$ cat src/rtl/alarm_pkg.sv
// Shared types and widths for the car alarm sequencer.
package alarm_pkg;

    typedef enum logic [2:0] {
        DISARMED = 3'd0,
        EXIT     = 3'd1,
        ARMED    = 3'd2,
        ENTRY    = 3'd3,
        ALARM    = 3'd4
    } state_t;

    localparam int SEC_W   = 8;
    localparam int COUNT_W = 4;

    function automatic int count_width(input int modulus);
        return (modulus > 1) ? $clog2(modulus) : 1;
    endfunction

endpackage

$ cat src/rtl/alarm_sequencer_second_ticker.sv
// One-second prescaler with synchronous clear; emits a tick at terminal count
// and the blink phase (high in the first half of each second).
module second_ticker
    import alarm_pkg::*;
#(
    parameter int CLOCK_HZ = 50_000_000
) (
    input  logic clk,
    input  logic rst_n,
    input  logic clear,
    output logic sec_tick,
    output logic blink_phase
);

    localparam int CW = count_width(CLOCK_HZ);
    localparam logic [CW-1:0] LAST = CW'(CLOCK_HZ - 1);
    localparam logic [CW-1:0] HALF = CW'(CLOCK_HZ / 2);

    logic [CW-1:0] count;
    logic [CW-1:0] count_next;

    always_comb begin
        if (clear || count == LAST) begin
            count_next = '0;
        end else begin
            count_next = count + CW'(1);
        end
    end

    assign sec_tick = (count == LAST);
    // Phase of the value about to be loaded, so a registered LED lines up with the count.
    assign blink_phase = (count_next < HALF);

    always_ff @(posedge clk or negedge rst_n) begin
        if (!rst_n) begin
            count <= '0;
        end else begin
            count <= count_next;
        end
    end

endmodule

$ cat src/rtl/alarm_sequencer.sv
// Arm/disarm sequencer of the car security system: exit delay, armed watch,
// entry delay and timed alarm, with siren enable and status outputs.
module alarm_sequencer
    import alarm_pkg::*;
#(
    parameter int CLOCK_HZ      = 50_000_000,
    parameter int EXIT_DELAY_S  = 10,
    parameter int ENTRY_DELAY_S = 8,
    parameter int ALARM_TIME_S  = 30,
    parameter int MAX_ALARMS    = 3
) (
    input  logic               clock,
    input  logic               resetN,
    input  logic               armReq,
    input  logic               disarmReq,
    input  logic               doorOpen,
    input  logic               shock,
    output logic               siren,
    output logic               armedLed,
    output state_t             state,
    output logic [COUNT_W-1:0] alarmCount
);

    localparam logic [SEC_W-1:0]   EXIT_SECS  = SEC_W'(EXIT_DELAY_S);
    localparam logic [SEC_W-1:0]   ENTRY_SECS = SEC_W'(ENTRY_DELAY_S);
    localparam logic [SEC_W-1:0]   ALARM_SECS = SEC_W'(ALARM_TIME_S);
    localparam logic [COUNT_W-1:0] MAX_CNT    = COUNT_W'(MAX_ALARMS);

    logic             door_meta, door_sync;
    logic             shock_meta, shock_sync;
    logic [SEC_W-1:0] secs;
    logic             sec_tick, blink_phase;
    logic             expire, lockout, timer_clear;
    state_t           nxt;

    function automatic logic [SEC_W-1:0] delay_of(input state_t s);
        case (s)
            EXIT:    return EXIT_SECS;
            ENTRY:   return ENTRY_SECS;
            ALARM:   return ALARM_SECS;
            default: return '0;
        endcase
    endfunction

    second_ticker #(.CLOCK_HZ(CLOCK_HZ)) u_ticker (
        .clk        (clock),
        .rst_n      (resetN),
        .clear      (timer_clear),
        .sec_tick   (sec_tick),
        .blink_phase(blink_phase)
    );

    // Two-flop synchronisers for the raw asynchronous sensors.
    always_ff @(posedge clock or negedge resetN) begin
        if (!resetN) begin
            door_meta  <= 1'b0;
            door_sync  <= 1'b0;
            shock_meta <= 1'b0;
            shock_sync <= 1'b0;
        end else begin
            door_meta  <= doorOpen;
            door_sync  <= door_meta;
            shock_meta <= shock;
            shock_sync <= shock_meta;
        end
    end

    assign expire      = sec_tick && (secs == SEC_W'(1));
    assign lockout     = (alarmCount == MAX_CNT);
    assign timer_clear = (nxt != state);

    always_comb begin
        // NOTE: default assignment first so every path drives nxt and no latch is inferred.
        nxt = state;
        if (disarmReq) begin
            nxt = DISARMED;
        end else begin
            case (state)
                DISARMED: if (armReq) nxt = EXIT;
                EXIT:     if (expire) nxt = ARMED;
                ARMED: begin
                    if (!lockout) begin
                        if (shock_sync)     nxt = ALARM;
                        else if (door_sync) nxt = ENTRY;
                    end
                end
                ENTRY:    if (shock_sync || expire) nxt = ALARM;
                ALARM:    if (expire) nxt = ARMED;
                default:  nxt = DISARMED;
            endcase
        end
    end

    always_ff @(posedge clock or negedge resetN) begin
        if (!resetN) begin
            state      <= DISARMED;
            siren      <= 1'b0;
            armedLed   <= 1'b0;
            alarmCount <= '0;
            secs       <= '0;
        end else begin
            // NOTE: non-blocking throughout so every register samples pre-edge values.
            state    <= nxt;
            siren    <= (nxt == ALARM);
            armedLed <= (nxt == EXIT) ? blink_phase : (nxt inside {ARMED, ENTRY, ALARM});
            if (disarmReq) begin
                alarmCount <= '0;
            end else if (nxt == ALARM && state != ALARM && !lockout) begin
                alarmCount <= alarmCount + COUNT_W'(1);
            end
            // Seconds reload on every state entry; triggers inside ALARM never reach here.
            if (timer_clear) begin
                secs <= delay_of(nxt);
            end else if (sec_tick && secs != '0) begin
                secs <= secs - SEC_W'(1);
            end
        end
    end

endmodule
$ cat config.mk
export PLATFORM = sky130hd
export DESIGN_NAME = alarm_sequencer
export DESIGN_NICKNAME = d
export VERILOG_FILES = /design/src/rtl/alarm_pkg.sv /design/src/rtl/alarm_sequencer_second_ticker.sv /design/src/rtl/alarm_sequencer.sv
export SDC_FILE = /design/constraint.sdc
export NUM_CORES = 1
export LEC_CHECK = 0
export ABC_AREA = 1
export BUFFER_PORTS_ARGS = -buffer_cell sky130_fd_sc_hd__buf_2
export CAP_MARGIN = 20
export CORE_MARGIN = 2
export CORE_UTILIZATION = 66
export DETAILED_ROUTE_END_ITERATION = 8
export PLACE_DENSITY = 0.93
export SLEW_MARGIN = 20
export SYNTH_ARGS = -nofsm -noshare
export SYNTH_HDL_FRONTEND = slang
export SYNTH_SLANG_ARGS = --single-unit
$ cat constraint.sdc
create_clock -name clock -period 4.4 [get_ports clock]
set_input_delay 0.44 -clock clock [delete_from_list [all_inputs] [get_ports clock]]
set_output_delay 0.44 -clock clock [all_outputs]
set_load 0.03 [all_outputs]
==> out/qor.yml <==
status: "finished clean"
fin_crit_ps: 2650
diodes: 0
grt_overflow: 0
die_w_um: 70.2
hold_viol: 0
coreArea_mm2: 0.00429
seq_area_mm2: 0.00118
rsz0062_at_grt: "false"
pwr-share-comb_pct: 12.0
wire_per_inst_um: 13.7
postCtsSetupBuffers: 0
max_cap_violations: 0
p_sw_share_pct: 26.1
clk_pin_slew_ps: 90
ys_ff_latch: 47
io_buffers: 14
skew_ps: 10.1
crit_type: "register to register"
drc_errors: 0
p_leak_nw: 1.62
clock_sinks: 47
drt-initial-drc-count: 189
nNetsFinal: 412
netlist_area_mm2: 0.00290
dieArea_mm2: 0.00493
dpl.cell_count: 446
clkPwrFrac_pct: 36.5
ir_worst_vdd_uv: 241
synthDistinctLibCells: 29
vias: 2474
antenna_found_initial: 0
crit_path_end_kind: "register"
hp-class: "input pin to asynchronous set/reset pin"
power_density_mw_per_mm2: 287
grt.total_usage_pct: 28.0
p_switching_w: 0.000235
start_util_pct: 67.4
multi_input_area_mm2: 0.00143
first_pass_iters: 5
setup_viol: 0
worstPathRequired_ps: 4600
cts-htree-levels: 2
crit_path_start_kind: "register"
grt_pass1_wl_mm: 10.9
syn_inst: 381
finalNonFillerCells: 454
reg2reg_slack_ps: 1750
wirelength_mm: 6.23
cts_hold_buf: 0
final_cell_mix: "inv_1 (71), nand2_1 (61), nor2_1 (61), dfrtp_1 (47), nand3_1 (26)"
p_seq_share_pct: 51.5
yosys_warnings: 0
hpwl_mm: 4.79
max_slew_margin_pct: 61.3
antenna_left: 0
grt_pass1_vias: 2450
cts_made_buffers: 5
grt_max_degree: 48
tns_ps: 0
path_max_fanout: 9
rows: 24
syn_avg_cell_area_um2: 7.60
cts_resized: 0
io_pins: 15
fin_crit_sh_pct: 60.1
routabilityCongestion: 0.957
fmax_mhz: 378
viasPerCell: 5.45
internal-power_w: 0.000667
slew_viol_final: 0
power_w: 0.000903
cts-root-buf: "clkbuf_8"
cts_tree: "yes"
arrival_ps: 2840
cts_buffer_depth: 2
syn-num-nets: 392
drive_gt1_share_pct: 12.9
die_h_um: 70.2
holdWs_ps: 127
tightest_slew_ps: 581
syn_to_final_growth_pct: 8.64
fillers: 325
final_common_cell: "inv_1"
synth_seq_area_share_pct: 40.6
insertion_delay_ps: 310
[Yosys cell counts]
cell | number | share of area (%)
inv_1 | 71 | 9.2
nand2_1 | 61 | 7.9
nor2_1 | 61 | 7.9
dfrtp_1 | 47 | 41
nand3_1 | 26 | 4.5
nand4_1 | 18 | 3.9
xor2_1 | 17 | 5.1
nor3_1 | 14 | 2.4
o21ai_0 | 11 | 1.9
nand2_2 | 7 | 1.5
xnor2_1 | 7 | 2.1
a21oi_1 | 6 | 1.0
ha_1 | 5 | 2.2
nand3_2 | 5 | 1.7
nor2_2 | 4 | 0.86
inv_2 | 3 | 0.39
nor2_4 | 3 | 1.2
nand2_4 | 2 | 0.78
nor2_8 | 2 | 1.4
o211ai_1 | 2 | 0.52
a21boi_2 | 1 | 0.39
a311oi_1 | 1 | 0.30
and2_1 | 1 | 0.22
buf_2 | 1 | 0.17
clkinv_1 | 1 | 0.13
nand2_8 | 1 | 0.69
nand4_2 | 1 | 0.43
o311ai_0 | 1 | 0.30
or2_2 | 1 | 0.22
[per-layer routing]
metal / GRT usage (%) / part of all wire, %
met4: 12.0 / 1.8
met3: 6.35 / 6.5
met5: 0 / 0
met2: 47.7 / 49
met1: 34.1 / 43
[sequential cells by signal (all words and copies together) (netlist names)]
register and flops:
u_ticker.count 26, secs 8, alarmCount 4, state 3
armedLed 1, door_meta 1, door_sync 1, shock_meta 1
shock_sync 1, siren 1
[power groups by stage]
stage               clock network [W]   logic, W  registers, W
finish                       0.000329   0.000109      0.000465
detailed placement                  0   0.000108      0.000473
floorplan                           0  0.0000742      0.000473
CTS                          0.000333   0.000109      0.000465
global placement                    0   0.000104      0.000471
global route                 0.000349   0.000124      0.000468
[path summary, 6_finish.rpt]
path | startpoint | end | cells past startpoint
setup / recovery | u_ticker.count[0]$_DFF_PN0_ | armedLed$_DFF_PN0_ | 18
hold / removal | resetN | secs[5]$_DFFE_PN0P_ | 1
setup reg to reg | u_ticker.count[0]$_DFF_PN0_ | armedLed$_DFF_PN0_ | 18
hold reg to reg | shock_meta$_DFF_PN0_ | shock_sync$_DFF_PN0_ | 0
max in group asynchronous | resetN | u_ticker.count[12]$_DFF_PN0_ | 1
min in group clock | doorOpen | door_meta$_DFF_PN0_ | 1
[stage by stage]
stage,util [%],area (µm²),setup WS (ps)
global placement,70.5,3030,1900
detailed placement,70.5,3030,1830
floorplan,-,2900,2010
finish,73.3,3150,1750
global route,73.3,3150,1380
CTS,73.2,3140,1770
[critical path, stage by stage, from the launching register on]
cell and delay, ps:
dfrtp_1 390, ha_1 230, nand2_2 80, nor2_4 110
nand2_1 80, nor2_2 130, nand3_2 140, nand3_1 130
nand4_1 110, nand2_1 150, nand2_1 110, nand2_4 150
nand4_1 190, nor2_1 170, nand2_1 80, nor2_1 90
nand3_1 80, nand3_1 70, nand2_1 50
[cell families after synthesis]
kind of cell	synth area share (%)
buffers and inverters	9.90
DFF	40.6
xor gates and xnor gates	7.26
adders and majority gates	2.16
and+or+nand+nor	35.6
AOI/OAI and AO/OA	4.45
[final cells by class]
cell class | instances | share of cell area (%)
Sequential cell | 47 | 37.4
Clock buffer | 6 | 2.63
Multi-Input combinational cell | 258 | 45.5
Clock inverter | 2 | 1.11
Timing Repair Buffer | 14 | 2.31
Inverter | 75 | 8.95
Tap cell | 52 | 2.07
Note: power is estimated with default switching activity, not from simulation.
